[config.mk]
export PLATFORM = sky130hd
export DESIGN_NAME = fetch_ctrl
export DESIGN_NICKNAME = d
export VERILOG_FILES = /design/src/rtl/fetch_pkg.sv /design/src/rtl/pcnxt.sv /design/src/rtl/fetch_ctrl.sv
export SDC_FILE = /design/constraint.sdc
export NUM_CORES = 1
export LEC_CHECK = 0
export ABC_AREA = 1
export CORE_MARGIN = 2
export CORE_UTILIZATION = 49
export CTS_CLUSTER_SIZE = 24
export DETAILED_ROUTE_END_ITERATION = 8
export GPL_ROUTABILITY_DRIVEN = 0
export PLACE_DENSITY = 0.77
export SYNTH_ARGS = -nofsm -noshare
export SYNTH_HDL_FRONTEND = slang
export SYNTH_SLANG_ARGS = --single-unit
[constraint.sdc]
create_clock -name clk -period 2.21 [get_ports clk]
set_clock_uncertainty 0.05 [all_clocks]
set_input_delay 0.442 -clock clk [delete_from_list [all_inputs] [get_ports clk]]
set_output_delay 0.442 -clock clk [all_outputs]
set_load 0.005 [all_outputs]
[src/rtl/fetch_pkg.sv]
// Shared types and constants for the instruction-fetch sequencer.
package fetch_pkg;

   typedef logic [63:0] addr_t;
   typedef logic [31:0] inst_t;

   localparam addr_t RESET_PC_DEFAULT = 64'h8000_0000;
   localparam addr_t INST_BYTES       = 64'd4;

   typedef enum logic [1:0] {
      IDLE = 2'd0,
      REQ  = 2'd1,
      WAIT = 2'd2,
      HOLD = 2'd3
   } fetch_state_t;

endpackage

[src/rtl/pcnxt.sv]
// Next-PC selection: CSR flush beats branch redirect beats sequential PC+4.
module pcnxt
   import fetch_pkg::*;
(
   input  addr_t pc_in,
   input  logic  flush,
   input  addr_t csr_new_pc,
   input  logic  redirect_valid,
   input  addr_t redirect_target,
   output addr_t pc_nxt
);

   // Priority mux; the sequential path wraps at 64 bits.
   always_comb begin
      pc_nxt = pc_in + INST_BYTES;
      if (flush) begin
         pc_nxt = csr_new_pc;
      end else if (redirect_valid) begin
         pc_nxt = redirect_target;
      end
   end

endmodule

[src/rtl/fetch_ctrl.sv]
// Instruction-fetch sequencer: owns the fetch PC, issues one bus request at a
// time and presents each fetched instruction to decode until it is accepted.
// Redirects and flushes that arrive while a request is outstanding are parked
// in a pending register so the in-flight response can be dropped.
module fetch_ctrl
   import fetch_pkg::*;
#(
   parameter addr_t RESET_PC = RESET_PC_DEFAULT
)
(
   input  logic        clk,
   input  logic        reset,
   output logic        ireq_valid,
   output logic [63:0] ireq_addr,
   input  logic        ireq_ready,
   input  logic        iresp_valid,
   input  logic [31:0] iresp_data,
   input  logic        redirect_valid,
   input  logic [63:0] redirect_target,
   input  logic        flush,
   input  logic [63:0] csr_new_pc,
   output logic        inst_valid,
   input  logic        inst_ready,
   output logic [63:0] inst_pc,
   output logic [31:0] inst_data
);

   fetch_state_t state_q, state_d;
   addr_t        pc_q, pc_d;
   addr_t        pc_nxt;
   logic         pend_v_q, pend_flush_q;
   addr_t        pend_pc_q;
   addr_t        inst_pc_q;
   inst_t        inst_data_q;

   logic  ev_now;
   addr_t ev_pc;
   logic  eff_v;
   logic  sel_flush, sel_redirect;
   addr_t sel_pc;
   logic  consume;
   logic  latch_inst;

   // Effective redirect: a same-cycle event takes precedence over a parked one.
   always_comb begin
      ev_now       = flush | redirect_valid;
      ev_pc        = flush ? csr_new_pc : redirect_target;
      eff_v        = ev_now | pend_v_q;
      sel_flush    = ev_now ? flush : (pend_v_q & pend_flush_q);
      sel_redirect = ev_now ? (redirect_valid & ~flush) : (pend_v_q & ~pend_flush_q);
      sel_pc       = ev_now ? ev_pc : pend_pc_q;
   end

   pcnxt u_pcnxt (
      .pc_in           (pc_q),
      .flush           (sel_flush),
      .csr_new_pc      (sel_pc),
      .redirect_valid  (sel_redirect),
      .redirect_target (sel_pc),
      .pc_nxt          (pc_nxt)
   );

   // FSM state register.
   always_ff @(posedge clk) begin
      if (reset) begin
         state_q <= IDLE;
      end else begin
         state_q <= state_d;
      end
   end

   // Next-state, PC update and handshake outputs.
   always_comb begin
      state_d    = state_q;
      pc_d       = pc_q;
      consume    = 1'b0;
      latch_inst = 1'b0;
      ireq_valid = 1'b0;
      inst_valid = 1'b0;
      case (state_q)
         IDLE: begin
            state_d = REQ;
         end
         REQ: begin
            ireq_valid = 1'b1;
            if (ireq_ready) begin
               state_d = WAIT;
            end
         end
         WAIT: begin
            if (iresp_valid) begin
               consume = 1'b1;
               if (eff_v) begin
                  pc_d    = pc_nxt;
                  state_d = REQ;
               end else begin
                  latch_inst = 1'b1;
                  state_d    = HOLD;
               end
            end
         end
         HOLD: begin
            inst_valid = ~ev_now;
            consume    = 1'b1;
            if (ev_now || inst_ready) begin
               pc_d    = pc_nxt;
               state_d = REQ;
            end
         end
         default: begin
            state_d = IDLE;
         end
      endcase
   end

   // Pending event: a pending flush may only be replaced by a newer flush.
   always_ff @(posedge clk) begin
      if (reset) begin
         pend_v_q     <= 1'b0;
         pend_flush_q <= 1'b0;
         pend_pc_q    <= '0;
      end else if (consume) begin
         pend_v_q     <= 1'b0;
         pend_flush_q <= 1'b0;
      end else if (ev_now && !(pend_v_q && pend_flush_q && !flush)) begin
         pend_v_q     <= 1'b1;
         pend_flush_q <= flush;
         pend_pc_q    <= ev_pc;
      end
   end

   // Fetch PC and the instruction holding register for decode.
   always_ff @(posedge clk) begin
      if (reset) begin
         pc_q        <= RESET_PC;
         inst_pc_q   <= '0;
         inst_data_q <= '0;
      end else begin
         pc_q <= pc_d;
         if (latch_inst) begin
            inst_pc_q   <= pc_q;
            inst_data_q <= iresp_data;
         end
      end
   end

   assign ireq_addr = pc_q;
   assign inst_pc   = inst_pc_q;
   assign inst_data = inst_data_q;

endmodule
==> flow_summary.json <==
{
  "rsz0062_at_grt": "no",
  "grt_usage_pct": 34.4,
  "cts.sinks": 228,
  "core_um2": 24200,
  "final_layout_size_suffix_gt1_share_pct": 8.61,
  "synth_area_per_cell_um2": 6.29,
  "synthAdderAreaFrac_pct": 0.521,
  "clk_pin_slew_worst_paths_ns": 0.06,
  "synth.distinct_cells": 41,
  "tightestPinTransition_ns": 0.693,
  "wl_per_cell_um": 17.5,
  "synth_nets": 2080,
  "slew_headroom_pct": 53.3,
  "synth-simple-area-share_pct": 30.4,
  "peakVddDrop_mv": 0.516,
  "grt_pass1_vias": 13600,
  "synth_top_family_by_area": "simple AND/OR/NAND/NOR gates",
  "grt_antenna_before_repair": 0,
  "vias": 14400,
  "cap_violations": 0,
  "end_kind": "output port",
  "synth_xor_area_share_pct": 1.02,
  "cts_buffers": 25,
  "drt_pre_antenna_iters": 9,
  "max_freq_ghz": 0.456,
  "worstPathRequired_ns": 1.72,
  "r2r_slack_ns": 0.10,
  "drv_slew": 0,
  "nets": 2444,
  "drt_wl_total_mm": 45.8,
  "start_util_pct": 49.6,
  "critical_path_class": "register to output port",
  "final_cell_mix": "515 x nand2_1, 324 x clkdlybuf4s50_1, 270 x o21ai_0",
  "synthCells": 1908,
  "p_total_w": 0.0122,
  "ys.flop_type": "dfxtp_1",
  "grt_max_degree": 65,
  "clockRootBuffer": "clkbuf_16",
  "hold_viol_final": 0,
  "worstPathArrival_ns": 1.70,
  "syn_to_final_growth_pct": 42.7,
  "htree_levels": 1,
  "async_flop_share_pct": 0,
  "final-setup-viol-count": 0,
  "grt_pass1_wl_mm": 71.3,
  "ys_warn_count": 0,
  "synth.cell_area_um2": 12000,
  "antenna_left": 0,
  "die_x_um": 160,
  "ios": 329,
  "path_max_fanout": 4,
  "startpoint_type": "register",
  "period_share_pct": 99.3,
  "clk_path_buf_depth": 3,
  "die_height_um": 160,
  "hpwl_mm": 34.5,
  "dieArea_um2": 25800,
  "ys_seq_area_share_pct": 38.0,
  "gr-total-overflow": 0,
  "postPlaceCellArea_um2": 16300,
  "p_leak_nw": 6.99,
  "num_rows": 57,
  "viasPerCell": 5.51,
  "synth_compound_area_share_pct": 21.4,
  "powerDensity_nw_per_um2": 710,
  "io_buffers": 328,
  "drtIter0Drc": 1522,
  "period_minus_slack_ns": 2.19,
  "synth_seq_cells": 228,
  "final_cell_area_um2": 17100,
  "holdCritPathClass": "input pin to register",
  "status": "finished clean",
  "final_common_cell": "nand2_1",
  "synth_edf_count": 0,
  "worstSkewPairLatency_ns": 0.54,
  "antenna_cells": 0,
  "drc_errors": 0,
  "cts_tree": "yes",
  "synth_mux_area_share_pct": 0
}
Yosys cell counts (all sizes together) (5+ instances only):
master / count / share of area [%]
inv: 148 / 4.7
nand2: 520 / 16
xnor2: 6 / 0.44
o211ai: 12 / 0.75
ha: 5 / 0.52
nand4: 15 / 0.78
nand3: 57 / 2.5
nor3: 13 / 0.54
a21oi: 188 / 7.8
xor2: 8 / 0.58
nor2: 279 / 9.3
o21ai: 285 / 12
buf: 46 / 1.9
dfxtp: 228 / 38
nand3b: 6 / 0.38
clkbuf: 64 / 2.0
or2: 7 / 0.36
worst max-delay path: stages (launching register included):
cell	delay (ns)
dfxtp_1	0.47
buf_4	0.19
clkdlybuf4s50_1	0.51
power by group:
| part | internal [W] | switching (W) |
|---|---|---|
| Clock | 0.00240 | 0.00172 |
| Sequential | 0.00452 | 0.000376 |
| Combinational | 0.00147 | 0.00167 |
registers in the layout, summed over array words and instances, names as in the netlist:
signal        count
inst_pc          64
pend_pc_q        64
pend_v_q          1
pend_flush_q      1
ireq_addr        64
state_q           2
inst_data        32
through the flow:
stage	setup slack [ns]	std cells	utilization (%)	hold WS (ns)	TNS (ns)
2_1_floorplan	0.412	1908	-	0.370	0
3_3_place_gp	-0.183	2567	67.3	0.378	-11.19
3_5_place_dp	-0.206	2567	67.3	0.384	-18.05
4_1_cts	0.0179	2613	70.7	0.324	0
5_1_grt	0.000988	2613	70.8	0.365	0
6_report	0.0157	2613	70.8	0.331	0
repair_timing:
action / in CTS / in global routing
resized for setup: 7 / 8
endpoints found under the setup margin: 1 / 14
hold buffers: 0 / 0
setup buffers: 2 / 0
pin swaps: 1 / 0
cell families after synthesis:
group	count (synthesis)
simple gates	902
xor+xnor	14
compound gates	500
fa+ha+maj	5
flops	228
buf+inv	259
per-layer routing:
metal / track usage, % / up-vias / part of all wire (%)
li1: - / 6893 / -
met1: 40.8 / 6539 / 38
met2: 58.2 / 802 / 46
met3: 7.88 / 174 / 9.9
met4: 17.9 / 0 / 6.0
met5: 0 / - / 0
worst paths after layout:
kind | startpoint | end | cells past startpoint
max | ireq_addr[46] | ireq_addr[46] | 2
min reg2reg | pend_pc_q[42] | pend_pc_q[42] | 2
max reg2reg | ireq_addr[34] | ireq_addr[44] | 8
min | reset | pend_pc_q[19] | 4
final cells by class:
type	count	area (um^2)
Multi-Input combinational cell	1421	6440
Inverter	149	564
Timing Repair Buffer	447	4350
Clock inverter	5	50.0
Clock buffer	39	738
Tap cell	324	405
Fill cell	2046	7050
Sequential cell	228	4570
(Power assumes the default switching activity.)
